--- config.mk ---
export PLATFORM = sky130hd
export DESIGN_NAME = hsv_zone_trigger_flat
export DESIGN_NICKNAME = d
export VERILOG_FILES = /design/src/rtl/hsv_zone_trigger_if.sv /design/src/rtl/hsv_zone_trigger.sv /design/src/flat_wrapper.sv
export SDC_FILE = /design/constraint.sdc
export NUM_CORES = 1
export LEC_CHECK = 0
export BUFFER_PORTS_ARGS = -buffer_cell sky130_fd_sc_hd__buf_2
export CORE_MARGIN = 8
export CORE_UTILIZATION = 40
export DETAILED_ROUTE_END_ITERATION = 10
export GPL_TIMING_DRIVEN = 0
export MAX_ROUTING_LAYER = met4
export SYNTH_ARGS = -nofsm -noshare
export SYNTH_HDL_FRONTEND = slang
export SYNTH_SLANG_ARGS = --single-unit
--- constraint.sdc ---
create_clock -name pclk -period 5.1 [get_ports pclk]
set_input_delay 1.02 -clock pclk [delete_from_list [all_inputs] [get_ports pclk]]
set_output_delay 1.02 -clock pclk [all_outputs]
set_load 0.01 [all_outputs]
--- src/rtl/hsv_zone_trigger_if.sv ---
`default_nettype none
// +----------------------------------------------------------------------------+
// | Module   : hsv_zone_trigger_if                                             |
// | Brief    : Pixel/HSV/config inputs and detection outputs of the zone trigger|
// | Revision : 1.0                                                              |
// +----------------------------------------------------------------------------+
interface hsv_zone_trigger_if #(
  parameter int H_MAX   = 800,
  parameter int V_MAX   = 525,
  parameter int N_ZONES = 2,
  parameter int EVT_W   = 15
);
  localparam int c_XW = $clog2(H_MAX);
  localparam int c_YW = $clog2(V_MAX);

  logic                     den;
  logic [c_XW-1:0]          x_pixel;
  logic [c_YW-1:0]          y_pixel;
  logic [9:0]               h_in;
  logic [6:0]               s_in;
  logic [6:0]               v_in;
  logic [9:0]               cfg_h_min;
  logic [9:0]               cfg_h_max;
  logic [6:0]               cfg_s_min;
  logic [6:0]               cfg_s_max;
  logic [6:0]               cfg_v_min;
  logic [6:0]               cfg_v_max;
  logic                     pix_hit;
  logic [N_ZONES-1:0]       zone_det;
  logic [N_ZONES-1:0]       trig_pulse;
  logic [N_ZONES*EVT_W-1:0] evt_cnt;
  logic                     sys_ready;

  modport master (
    output den, x_pixel, y_pixel, h_in, s_in, v_in,
    output cfg_h_min, cfg_h_max, cfg_s_min, cfg_s_max, cfg_v_min, cfg_v_max,
    input  pix_hit, zone_det, trig_pulse, evt_cnt, sys_ready
  );

  modport slave (
    input  den, x_pixel, y_pixel, h_in, s_in, v_in,
    input  cfg_h_min, cfg_h_max, cfg_s_min, cfg_s_max, cfg_v_min, cfg_v_max,
    output pix_hit, zone_det, trig_pulse, evt_cnt, sys_ready
  );
endinterface
`default_nettype wire

--- src/rtl/hsv_zone_trigger.sv ---
`default_nettype none
// +----------------------------------------------------------------------------+
// | Module   : hsv_zone_trigger                                                |
// | Brief    : HSV window classifier with per-zone hit counting and triggers   |
// | Revision : 1.0                                                              |
// +----------------------------------------------------------------------------+
module hsv_zone_trigger #(
  parameter int H_MAX          = 800,
  parameter int V_MAX          = 525,
  parameter int ACT_W          = 640,
  parameter int N_ZONES        = 2,
  parameter int CNT_W          = 12,
  parameter int HIT_THR        = 6,
  parameter int STARTUP_FRAMES = 10,
  parameter int RELEASE_FRAMES = 1,
  parameter int EVT_W          = 15
) (
  input  logic                 pclk,
  input  logic                 rstn,
  hsv_zone_trigger_if.slave    bus
);
  localparam int c_XW  = $clog2(H_MAX);
  localparam int c_YW  = $clog2(V_MAX);
  localparam int c_ZW  = ACT_W / N_ZONES;
  localparam int c_FW  = $clog2(STARTUP_FRAMES + 1);
  localparam int c_RW  = $clog2(RELEASE_FRAMES + 1);
  localparam logic [CNT_W-1:0] c_CNT_MAX = {CNT_W{1'b1}};

  typedef enum logic [0:0] {
    S_IDLE = 1'b0,
    S_HOLD = 1'b1
  } state_t;

  logic                     w_match;
  logic                     w_frame_end;
  logic                     r_pix_hit;
  logic [c_FW-1:0]          r_frame_cnt;
  logic                     r_sys_ready;
  logic [N_ZONES-1:0]       w_zone_det;
  logic [N_ZONES-1:0]       w_trig;
  logic [N_ZONES*EVT_W-1:0] w_evt;

  // An inverted window (min > max) can never satisfy both bounds, so it never matches.
  assign w_match = bus.den
                 && (bus.h_in >= bus.cfg_h_min) && (bus.h_in <= bus.cfg_h_max)
                 && (bus.s_in >= bus.cfg_s_min) && (bus.s_in <= bus.cfg_s_max)
                 && (bus.v_in >= bus.cfg_v_min) && (bus.v_in <= bus.cfg_v_max);

  assign w_frame_end = (bus.x_pixel == c_XW'(H_MAX - 1))
                    && (bus.y_pixel == c_YW'(V_MAX - 1));

  always_ff @(posedge pclk) begin
    if (!rstn) begin
      r_pix_hit   <= 1'b0;
      r_frame_cnt <= '0;
      r_sys_ready <= 1'b0;
    end else begin
      r_pix_hit <= w_match;
      if (w_frame_end && !r_sys_ready) begin
        r_frame_cnt <= r_frame_cnt + 1'b1;
        if (r_frame_cnt == c_FW'(STARTUP_FRAMES - 1)) begin
          r_sys_ready <= 1'b1;
        end
      end
    end
  end

  for (genvar k = 0; k < N_ZONES; k++) begin : g_zone
    localparam int c_LO = k * c_ZW;
    localparam int c_HI = (k + 1) * c_ZW;

    logic             w_hit;
    logic [CNT_W-1:0] r_hit_cnt;
    logic             r_det;
    logic             r_trig;
    logic [EVT_W-1:0] r_evt;
    logic [c_RW-1:0]  r_rel_cnt;
    state_t           r_state;

    assign w_hit = w_match
                && (int'(bus.x_pixel) >= c_LO)
                && (int'(bus.x_pixel) <  c_HI);

    always_ff @(posedge pclk) begin
      if (!rstn) begin
        r_hit_cnt <= '0;
        r_det     <= 1'b0;
      end else if (w_frame_end) begin
        r_hit_cnt <= '0;
        r_det     <= 1'b0;
      end else if (w_hit) begin
        if (r_hit_cnt != c_CNT_MAX) begin
          r_hit_cnt <= r_hit_cnt + 1'b1;
        end
        if (({1'b0, r_hit_cnt} + (CNT_W+1)'(1)) >= (CNT_W+1)'(HIT_THR)) begin
          r_det <= 1'b1;
        end
      end
    end

    // r_det here is the pre-clear value on the frame_end edge.
    always_ff @(posedge pclk) begin
      if (!rstn) begin
        r_state   <= S_IDLE;
        r_rel_cnt <= '0;
        r_trig    <= 1'b0;
        r_evt     <= '0;
      end else begin
        r_trig <= 1'b0;
        case (r_state)
          S_IDLE: begin
            if (r_sys_ready && r_det) begin
              r_trig    <= 1'b1;
              r_evt     <= r_evt + 1'b1;
              r_rel_cnt <= '0;
              r_state   <= S_HOLD;
            end
          end
          S_HOLD: begin
            if (w_frame_end) begin
              if (r_det) begin
                r_rel_cnt <= '0;
              end else if (({1'b0, r_rel_cnt} + (c_RW+1)'(1)) == (c_RW+1)'(RELEASE_FRAMES)) begin
                r_rel_cnt <= '0;
                r_state   <= S_IDLE;
              end else begin
                r_rel_cnt <= r_rel_cnt + 1'b1;
              end
            end
          end
          default: r_state <= S_IDLE;
        endcase
      end
    end

    assign w_zone_det[k]              = r_det;
    assign w_trig[k]                  = r_trig;
    assign w_evt[k*EVT_W +: EVT_W]    = r_evt;
  end

  assign bus.pix_hit    = r_pix_hit;
  assign bus.zone_det   = w_zone_det;
  assign bus.trig_pulse = w_trig;
  assign bus.evt_cnt    = w_evt;
  assign bus.sys_ready  = r_sys_ready;
endmodule
`default_nettype wire

--- src/flat_wrapper.sv ---
// flat-port wrapper written by rule: the top's interface ports become plain ports
module hsv_zone_trigger_flat 
#(
  parameter int H_MAX          = 800,
  parameter int V_MAX          = 525,
  parameter int ACT_W          = 640,
  parameter int N_ZONES        = 2,
  parameter int CNT_W          = 12,
  parameter int HIT_THR        = 6,
  parameter int STARTUP_FRAMES = 10,
  parameter int RELEASE_FRAMES = 1,
  parameter int EVT_W          = 15
)
  (pclk, rstn, bus_den, bus_x_pixel, bus_y_pixel, bus_h_in, bus_s_in, bus_v_in, bus_cfg_h_min, bus_cfg_h_max, bus_cfg_s_min, bus_cfg_s_max, bus_cfg_v_min, bus_cfg_v_max, bus_pix_hit, bus_zone_det, bus_trig_pulse, bus_evt_cnt, bus_sys_ready);
  hsv_zone_trigger_if #(.H_MAX(H_MAX), .V_MAX(V_MAX), .N_ZONES(N_ZONES), .EVT_W(EVT_W)) bus_i ();
  input  logic pclk;
  input  logic rstn;
  input wire logic [$bits(bus_i.den)-1:0] bus_den;
  input wire logic [$bits(bus_i.x_pixel)-1:0] bus_x_pixel;
  input wire logic [$bits(bus_i.y_pixel)-1:0] bus_y_pixel;
  input wire logic [$bits(bus_i.h_in)-1:0] bus_h_in;
  input wire logic [$bits(bus_i.s_in)-1:0] bus_s_in;
  input wire logic [$bits(bus_i.v_in)-1:0] bus_v_in;
  input wire logic [$bits(bus_i.cfg_h_min)-1:0] bus_cfg_h_min;
  input wire logic [$bits(bus_i.cfg_h_max)-1:0] bus_cfg_h_max;
  input wire logic [$bits(bus_i.cfg_s_min)-1:0] bus_cfg_s_min;
  input wire logic [$bits(bus_i.cfg_s_max)-1:0] bus_cfg_s_max;
  input wire logic [$bits(bus_i.cfg_v_min)-1:0] bus_cfg_v_min;
  input wire logic [$bits(bus_i.cfg_v_max)-1:0] bus_cfg_v_max;
  output wire logic [$bits(bus_i.pix_hit)-1:0] bus_pix_hit;
  output wire logic [$bits(bus_i.zone_det)-1:0] bus_zone_det;
  output wire logic [$bits(bus_i.trig_pulse)-1:0] bus_trig_pulse;
  output wire logic [$bits(bus_i.evt_cnt)-1:0] bus_evt_cnt;
  output wire logic [$bits(bus_i.sys_ready)-1:0] bus_sys_ready;
  assign bus_i.den = bus_den;
  assign bus_i.x_pixel = bus_x_pixel;
  assign bus_i.y_pixel = bus_y_pixel;
  assign bus_i.h_in = bus_h_in;
  assign bus_i.s_in = bus_s_in;
  assign bus_i.v_in = bus_v_in;
  assign bus_i.cfg_h_min = bus_cfg_h_min;
  assign bus_i.cfg_h_max = bus_cfg_h_max;
  assign bus_i.cfg_s_min = bus_cfg_s_min;
  assign bus_i.cfg_s_max = bus_cfg_s_max;
  assign bus_i.cfg_v_min = bus_cfg_v_min;
  assign bus_i.cfg_v_max = bus_cfg_v_max;
  assign bus_pix_hit = bus_i.pix_hit;
  assign bus_zone_det = bus_i.zone_det;
  assign bus_trig_pulse = bus_i.trig_pulse;
  assign bus_evt_cnt = bus_i.evt_cnt;
  assign bus_sys_ready = bus_i.sys_ready;
  hsv_zone_trigger #(.H_MAX(H_MAX), .V_MAX(V_MAX), .ACT_W(ACT_W), .N_ZONES(N_ZONES), .CNT_W(CNT_W), .HIT_THR(HIT_THR), .STARTUP_FRAMES(STARTUP_FRAMES), .RELEASE_FRAMES(RELEASE_FRAMES), .EVT_W(EVT_W)) u_core (.pclk(pclk), .rstn(rstn), .bus(bus_i));
endmodule
==> After elaboration in Yosys (flattened, before gate mapping) <==
Index checks and enable logic that the tools add are counted.
{ "word_totals": {"register_bits": 68, "inputBits": 95, "out_inout_bits": 36, "word_cells": 97} }
{ "op_classes": {"addsub": 11, "n_lt_le_gt_ge": 11, "n_eq_ne": 11, "mux": 20, "bitwise": 3, "reduce_logical": 26} }
{ "ops": {"columns": ["op", "n"], "rows": [
  ["$add A15 B1 Y15 const B", 2],
  ["$add A12 B1 Y13 const B", 2],
  ["$ge A13 B3 Y1 const B", 2],
  ["$add A12 B1 Y12 const B", 2],
  ["$ne A12 B12 Y1 const B", 2],
  ["$eq A10 B10 Y1 const B", 2],
  ["$reduce_and A2 Y1", 9],
  ["$mux W1", 16],
  ["$ge A7 B7 Y1", 2],
  ["$le A7 B7 Y1", 2],
  ["$logic_and A1 B1 Y1", 13],
  ["$ge A10 B10 Y1", 1],
  ["$ge A10 B9 Y1 const B", 1],
  ["$le A10 B10 Y1", 1],
  ["$lt A10 B10 Y1 const B", 1],
  ["$lt A10 B9 Y1 const B", 1],
  ["$ne A2 B1 Y1 const B", 4],
  ["$pmux W1 S2", 4],
  ["$reduce_or A2 Y1", 3],
  ["$add A1 B1 Y2 const B", 2],
  ["$add A4 B1 Y4 const B", 1],
  ["$eq A2 B1 Y1 const B", 2],
  ["$eq A4 B4 Y1 const B", 1],
  ["$not A1 Y1", 3],
  ["2 further kinds", 3]
]} }

==> Depth between registers and ports, before layout <==
Gate-level depths: netlist of the first run.
{ "depth": {"word_depth": 10, "ltp_mapped": 10, "ltp_nobuf": 9} }

==> Worst setup path after synthesis of the first run <==
Ideal clock, no wire load.
{ "synth_path": {"path_type": "in2reg", "start": "in bus_cfg_s_max[5]", "end": "reg u_core.g_zone[1].r_hit_cnt[9]", "setup_time_ps": 116, "t_arrival_ps": 2916, "required_ps": 4984, "slack_ps": 2067, "stages": 9, "n_path_buf": 0, "cell_sequence": "inv_1 > ha_1 > a21o_1 > a21oi_2 > a21oi_1 > a211oi_4 > nand4b_4 > or4b_1 > o211a_1"} }
{ "synth_via": {"elab_chain_cells": 7} }
{ "synth_rtl": {"columns": ["element", "line", "rtl"], "rows": [
  ["start: declaration", "flat_wrapper.sv:27", "input wire logic [$bits(bus_i.cfg_s_max)-1:0] bus_cfg_s_max;"],
  ["$le A7 B7 Y1", "hsv_zone_trigger.sv:46", "&& (bus.s_in >= bus.cfg_s_min) && (bus.s_in <= bus.cfg_s_max)"],
  ["$logic_and A1 B1 Y1", "hsv_zone_trigger.sv:46", null],
  ["$logic_and A1 B1 Y1 (2 in series)", "hsv_zone_trigger.sv:47", "&& (bus.v_in >= bus.cfg_v_min) && (bus.v_in <= bus.cfg_v_max);"],
  ["$logic_and A1 B1 Y1", "hsv_zone_trigger.sv:81", "&& (int'(bus.x_pixel) >= c_LO)"],
  ["$logic_and A1 B1 Y1", "hsv_zone_trigger.sv:82", "&& (int'(bus.x_pixel) < c_HI);"],
  ["$reduce_and A2 Y1 (no line)", null, null],
  ["end signal: assignment", "hsv_zone_trigger.sv:93", "r_hit_cnt <= r_hit_cnt + 1'b1;"],
  ["end: declaration", "hsv_zone_trigger.sv:73", "logic [CNT_W-1:0] r_hit_cnt;"]
]} }
Every way passes these cells.
A chain may end at the register's enable or synchronous reset.

==> Worst setup path in the final report of the first run <==
{ "layout_path": {"start": "in bus_cfg_h_max[8]", "end": "reg u_core.g_zone[1].r_hit_cnt[2]"} }
{ "layout_via": {"elab_chain_cells": 9} }
{ "layout_rtl": {"columns": ["element", "line", "rtl"], "rows": [
  ["start: declaration", "flat_wrapper.sv:25", "input wire logic [$bits(bus_i.cfg_h_max)-1:0] bus_cfg_h_max;"],
  ["$le A10 B10 Y1", "hsv_zone_trigger.sv:45", "&& (bus.h_in >= bus.cfg_h_min) && (bus.h_in <= bus.cfg_h_max)"],
  ["$logic_and A1 B1 Y1", "hsv_zone_trigger.sv:45", null],
  ["$logic_and A1 B1 Y1 (2 in series)", "hsv_zone_trigger.sv:46", null],
  ["$logic_and A1 B1 Y1 (2 in series)", "hsv_zone_trigger.sv:47", null],
  ["$logic_and A1 B1 Y1", "hsv_zone_trigger.sv:81", null],
  ["$logic_and A1 B1 Y1", "hsv_zone_trigger.sv:82", null],
  ["$reduce_and A2 Y1 (no line)", null, null]
]} }
Every way passes these cells.

==> results of run 1 <==
-- worst max path at each step --
stage                          start                                         end  cells past startpoint
floorplan           bus_cfg_s_max[5]  u_core.g_zone[1].r_hit_cnt[9]$_SDFFE_PP0P_                      9
global placement    bus_cfg_h_max[5]  u_core.g_zone[1].r_hit_cnt[3]$_SDFFE_PP0P_                     11
global route        bus_cfg_h_max[5]  u_core.g_zone[1].r_hit_cnt[3]$_SDFFE_PP0P_                     11
finish              bus_cfg_h_max[8]  u_core.g_zone[1].r_hit_cnt[2]$_SDFFE_PP0P_                     11
CTS                 bus_cfg_h_max[5]  u_core.g_zone[1].r_hit_cnt[2]$_SDFFE_PP0P_                     11
detailed placement  bus_cfg_h_max[5]  u_core.g_zone[1].r_hit_cnt[2]$_SDFFE_PP0P_                     11
-- worst max-delay path, stage by stage --
cell and delay (ps):
buf_2 80, inv_1 40, ha_1 310, a21o_1 180
a21oi_1 190, o31ai_1 100, o21ai_1 430, nand4_1 360
clkbuf_1 320, o21ai_0 230, a21oi_1 90
-- cell type report --
class,instances,share of cell area [%]
buffer,17,1.438
clock buffer,10,4.050
clock inverter,6,1.195
inverter,57,3.784
multi-input combinational,409,51.49
sequential,66,23.37
tap,143,3.164
timing repair buffer,130,11.51
-- through the flow --
stage               total power, mW  std cells  setup WS [ps]
floorplan                    0.6169        549           2067
global placement             0.6749        822           1685
detailed placement           0.6813        822           1642
CTS                           1.292        838           1967
global route                  1.332        838           1739
finish                        1.275        838           1924
-- logic make-up after synthesis --
| logic type | after synthesis | synth area share [%] |
|---|---|---|
| flops | 66 | 29.18 |
| simple gates | 204 | 25.48 |
| fa+ha+maj | 57 | 15.69 |
| xor+xnor | 30 | 5.803 |
| mux | 3 | 0.6632 |
| compound gates | 115 | 16.66 |
| buf+inv | 74 | 6.521 |
-- sequential cells by signal, indices dropped and copies added (netlist names) --
signal / flops
u_core.r_frame_cnt: 4
u_core.g_zone.r_hit_cnt: 24
u_core.g_zone.r_det: 2
u_core.g_zone.r_trig: 2
u_core.g_zone.r_evt: 30
u_core.bus.sys_ready: 1
u_core.bus.pix_hit: 1
u_core.g_zone.r_state: 2
-- report_power, final --
part | leakage [nW] | total [mW] | switching (mW) | internal [mW]
Combinational | 2.04 | 0.153 | 0.0797 | 0.0737
Sequential | 0.531 | 0.516 | 0.000189 | 0.516
Clock | 0.139 | 0.605 | 0.227 | 0.379
Total | 2.71 | 1.27 | 0.307 | 0.968
-- placed cells by master (no fill, tap or decap), types with 4 or more instances in the layout --
cell       instances
buf_2            132
dfxtp_1           66
inv_1             57
ha_1              56
nand2_1           39
a21oi_1           31
o21ai_0           29
and2_1            29
nand3_1           27
or3_1             21
xnor2_1           20
nand4_1           17
nor2_1            14
and3_1            14
clkbuf_1          12
xor2_1            10
clkbuf_16          9
nor2b_1            8
a21boi_0           8
a21o_1             7
nor3_1             7
nand2b_1           5
a31oi_1            5
o31ai_1            5
nor4_1             5
o21a_1             4
and4_1             4
buf_4              4
-- metal layers --
layer,GRT usage (%),up-vias
met5,-,-
met4,4.189,0
met3,2.668,6
met2,27.40,84
met1,18.07,2038
li1,-,2231
==> metrics, run 1 <==
outcome=completed; vias in the first global route=4204; PortBufs=130; Slew @ Worst Pin=722.7 ps; final wirelength=11400 microns; most instantiated cells after synthesis=66 x dfxtp_1, 57 x inv_1, 56 x ha_1; Post-Synthesis Cells=549; Post-CTS Resized=0; largest net degree at the start of global routing=13; total global routing overflow=0; FILL cells=1091; Post-synth top flop=dfxtp_1; Final Instance Area=5654 sq um; DP Area=5358 sq um; static leakage=2.714 nW; worst skew pair latency=330 ps; final hold vios=0; DR vias=4359; Initial DRT Pass Iterations=4; RSZ-0062 raised after global routing=no; R2R Setup Slk=2480 ps; setup tns final=0 ps; worst hold slack=480.3 ps; Clock Skew=6.072 ps; Clk pin slew, worst setup/hold paths=60 ps; Crit path required time=5280 ps; share of post-route cells with drive strength above 1=22.88%; Cell Area, Synth=4528 sq um; Die ar.=14980 sq um; met3 routed WL=334 microns; # setup viols final=0; r2r worst-path depth=9; M1 wire length=5034 microns; post-synthesis cell type count=54; Yosys warning count=0; Register Area=1321 sq um; DRC Markers=0; cell area power density=225.5 nW/um^2; GRT Overall Usage=15.65%; post-synth top area share=29.18%; initial DRC count=184; top achievable clock speed=314.9 MHz; Final min period=3176 ps; Multi-input gate area=2912 sq um; Worst R2R End=u_core.g_zone[1].r_hit_cnt[2]$_SDFFE_PP0P_; final core occ=50.38%; top-count cell post-synth=dfxtp_1; Synth Register Bits=66; synth top area cells=dfxtp_1 29%, ha_1 15%, inv_1 4.7%, and2_1 4.0%, xnor2_1 3.9%; crit path DAT=3360 ps; initial antenna violation count=0; worst r2r src=u_core.g_zone[1].r_hit_cnt[0]$_SDFFE_PP0P_; I/O pin cnt=131; Routed Antenna Nets=0; starting density of the core=40.35%; CTS Hold Bufs=0; antenna cells=0; clock sinks=66; Setup crit end kind=flip-flop; first-pass GRT wire length=18980 microns; Rows=39; Post-Synthesis Net Count=700; Area Overhead vs Synth=24.87%; total core area=11220 sq um; min-delay worst type=reg -> reg; nets=841; highest metal used=met4; Startpoint Class=input port; Async S/R FF share, synth=0%; CTS buffer count=9; Final Max Slew Viols=0; DIE WIDTH=122.4 microns; slew margin rel.=51.16%; maximum VDD drop=145.3 uV; Hold Crit Start=u_core.g_zone[1].r_state$_SDFF_PN0_; WL met2=5946 microns; CTS Root Cell=clkbuf_16; Placer Congestion=0.8260; TritonCTS clock tree=yes; Die Y=122.4 microns; Vias/cell=5.202; Avg WL per Cell=13.61 microns; Worst Path Max Fanout=10; placed wire-length estimate=9321 microns; average size of a mapped cell=8.248 sq um; Worst Hold End=u_core.g_zone[1].r_state$_SDFF_PN0_; number of flops mapped to enable cells by yosys=0; Seq/Total Area, Yosys=29.18%; H-tree Lvls=3; Max Cap Violations=0; Crit Path Category=in -> reg; period utilization=62.28%; maximum buffer depth of the clock tree=2; worst hold path depth=2; postcts setup bufs=0; Yosys top cell by area=dfxtp_1
(Power assumes the default switching activity.)
==> run 2, diff against run 1 <==
--- a/config.mk
+++ b/config.mk
@@ -11,6 +11,7 @@
 export DETAILED_ROUTE_END_ITERATION = 10
 export GPL_TIMING_DRIVEN = 0
 export MAX_ROUTING_LAYER = met4
+export PLACE_DENSITY = 0.67
 export SYNTH_ARGS = -nofsm -noshare
 export SYNTH_HDL_FRONTEND = slang
 export SYNTH_SLANG_ARGS = --single-unit
==> constraint.sdc (replaced) <==
create_clock -name pclk -period 2.6 [get_ports pclk]
set_input_delay 0.52 -clock pclk [delete_from_list [all_inputs] [get_ports pclk]]
set_output_delay 0.52 -clock pclk [all_outputs]
set_load 0.01 [all_outputs]
==> metrics, run 2 (synthesized netlist as in run 1, its figures left out) <==
outcome=completed (unchanged); worst r2r src=u_core.g_zone[1].r_hit_cnt[0]$_SDFFE_PP0P_ (unchanged); Crit path required time=2860 ps (was 5280 ps); Int Pwr=2.020 mW (was 0.9684 mW); clock group share of total power=49.6% (was 47.5%); total core area=11220 sq um (unchanged); met3 Resource Use GR=2.254% (was 2.668%); Seq pwr share=38.8% (was 40.5%); Placer Congestion=0.8688 (was 0.8260); combinational power share=11.7% (was 12.0%); # setup viols final=0 (unchanged); Routed Antenna Nets=0 (unchanged); Area Overhead vs Synth=25.89% (was 24.87%); share of post-route cells with drive strength above 1=23.53% (was 22.88%); worst path cell trace=buf_2, ha_1, a21o_1, a31oi_1, a21bo_1, a311oi_4, nand4_1, buf_4, or3_1, a21oi_1 (was buf_2, inv_1, ha_1, a21o_1, a21oi_1, o31ai_1, o21ai_1, nand4_1, clkbuf_1, o21ai_0, a21oi_1); Final Max Slew Viols=0 (unchanged); Placed Instances=822 (unchanged); initial antenna violation count=0 (unchanged); cell area power density=457.9 nW/um^2 (was 225.5 nW/um^2); DR vias=4326 (was 4359); Initial DRT Pass Iterations=4 (unchanged); GRT busiest layer=met2 (unchanged); final wirelength=11770 microns (was 11400 microns); static leakage=2.739 nW (was 2.714 nW); slew margin rel.=62.04% (was 51.16%); FILL cells=1071 (was 1091); worst skew pair latency=320 ps (was 330 ps); min-delay worst type=reg -> reg (unchanged); Startpoint Class=input port (unchanged); starting density of the core=40.35% (unchanged); nets=843 (was 841); crit path DAT=2760 ps (was 3360 ps); Crit-path slowest cell=a311oi_4 (was o21ai_1); TritonCTS clock tree=yes (unchanged); net switching power=0.5903 mW (was 0.3065 mW); Slew @ Worst Pin=561.7 ps (was 722.7 ps); final hold vios=0 (unchanged); slowest stage delay, CP=410 ps (was 430 ps); period utilization=96.21%; Vias/cell=5.150 (was 5.202); worst hold slack=484.7 ps (was 480.3 ps); Final min period=2501 ps; RSZ-0062 raised after global routing=yes (was no); largest net degree at the start of global routing=12 (was 13); initial DRC count=205 (was 184); Clk pin slew, worst setup/hold paths=60 ps (about the same); total global routing overflow=0 (unchanged); Top Registers=u_core.g_zone.r_evt: 30 flops, u_core.g_zone.r_hit_cnt: 24 flops, u_core.r_frame_cnt: 4 flops (unchanged); maximum buffer depth of the clock tree=2 (unchanged); Setup crit start=bus_h_in[7] (was bus_cfg_h_max[8]); Max Cap Violations=0 (unchanged); GRT Overall Usage=15.93% (was 15.65%); first-pass GRT wire length=19170 microns (was 18980 microns); Register Area=1321 sq um (unchanged); Avg WL per Cell=14.01 microns (was 13.61 microns); Design Power=2.610 mW (was 1.275 mW); Die Y=122.4 microns (unchanged); Die ar.=14980 sq um (unchanged); max FFs per register=30 (unchanged); DRC Markers=0 (unchanged); clock sinks=66 (unchanged); PortBufs=130 (unchanged); Finished Layout Cells=840 (was 838); I/O pin cnt=131 (unchanged); Worst Path Max Fanout=5 (was 10); CTS Hold Bufs=0 (unchanged); CTS Root Cell=clkbuf_16 (unchanged); DIE WIDTH=122.4 microns (unchanged); met2 Resource Use GR=28.70% (was 27.40%); placed wire-length estimate=9506 microns (was 9321 microns); Switching Share=22.61% (was 24.04%); Largest Register=u_core.g_zone.r_evt (unchanged); Setup crit end kind=flip-flop (unchanged); vias in the first global route=4269 (was 4204); commonest non-fill, non-tap cell in the layout=buf_2 (unchanged); Clock Skew=6.521 ps (was 6.072 ps); Multi-input gate area=2918 sq um (was 2912 sq um); H-tree Lvls=3 (unchanged); maximum VDD drop=327.8 uV (was 145.3 uV); Crit Path Category=in -> reg (unchanged); CTS buffer count=9 (unchanged); most frequent cells in the layout=132 x buf_2, 66 x dfxtp_1, 57 x inv_1, 55 x ha_1, 39 x nand2_1 (was 132 x buf_2, 66 x dfxtp_1, 57 x inv_1, 56 x ha_1, 39 x nand2_1); top achievable clock speed=399.8 MHz; Hold Crit Start=u_core.g_zone[1].r_det$_SDFFE_PP0P_ (was u_core.g_zone[1].r_state$_SDFF_PN0_); met1 Use GR=17.27% (was 18.07%); Rows=39 (unchanged); antenna cells=0 (unchanged)
run 2: cell count changes in the layout (fill, tap and decap cells not counted), sizes merged:
cell / before / now
bufinv: 1 / 2
buf: 136 / 138
clkbuf: 21 / 22
clkinvlp: 2 / 1
clkinv: 3 / 2
run 2: path summary, 6_finish.rpt:
check | slack [ps] | cells past startpoint | end
min | 480 | 2 | u_core.g_zone[1].r_det$_SDFFE_PP0P_
min reg2reg | 480 | 2 | u_core.g_zone[1].r_det$_SDFFE_PP0P_
max reg2reg | 300 | 9 | u_core.g_zone[1].r_hit_cnt[0]$_SDFFE_PP0P_
max | 100 | 10 | u_core.g_zone[0].r_hit_cnt[4]$_SDFFE_PP0P_
run 2: power by group through the flow:
stage / Sequential [mW] / Combinational [mW] / Clock (mW)
detailed placement: 1.03 / 0.303 / 0
global route: 1.01 / 0.345 / 1.36
global placement: 1.03 / 0.287 / 0
floorplan: 1.03 / 0.176 / 0
CTS: 1.01 / 0.307 / 1.31
finish: 1.01 / 0.304 / 1.29
run 2: per-layer routing:
metal / vias to the layer above / part of all wire, %
li1: 2228 / -
met1: 2002 / 41
met2: 73 / 54
met3: 23 / 2.5
met4: 0 / 2.8
met5: - / 0
run 2: what timing repair did:
item | 4_1_cts | 5_1_grt
setup endpoints to repair | 7 | 18
pin swaps | 0 | 3
endpoints found under the hold margin | 0 | 0
resized for setup | 2 | 1
setup buffers | 0 | 2
run 2: final cells by class:
class                      instances  share of cell area (%)
buffer                            17                   1.449
clock buffer                      11                   4.258
clock inverter                     5                   1.361
inverter                          57                   3.753
multi-input combinational        409                   51.19
sequential                        66                   23.18
tap                              143                   3.139
timing repair buffer             132                   11.68
run 2: stage by stage:
stage | cell area, sq um | util, % | setup slack, ps | setup TNS (ps)
2_1_floorplan | 4528 | - | 67.31 | 0
3_3_place_gp | 5358 | 47.74 | -310.4 | -5003
3_5_place_dp | 5358 | 47.74 | -352.8 | -5897
4_1_cts | 5683 | 50.64 | 68.68 | 0
5_1_grt | 5700 | 50.79 | -38.32 | -38.32
6_report | 5700 | 50.79 | 98.54 | 0
run 2: worst max-delay path, delay by kind of cell:
kind / cells / cell delay, ps
adder cells (fa/ha/maj): 1 / 280
AO/OA/AOI/OAI: 5 / 1030
AND/OR/NAND/NOR: 2 / 590
buffers and inverters: 2 / 330
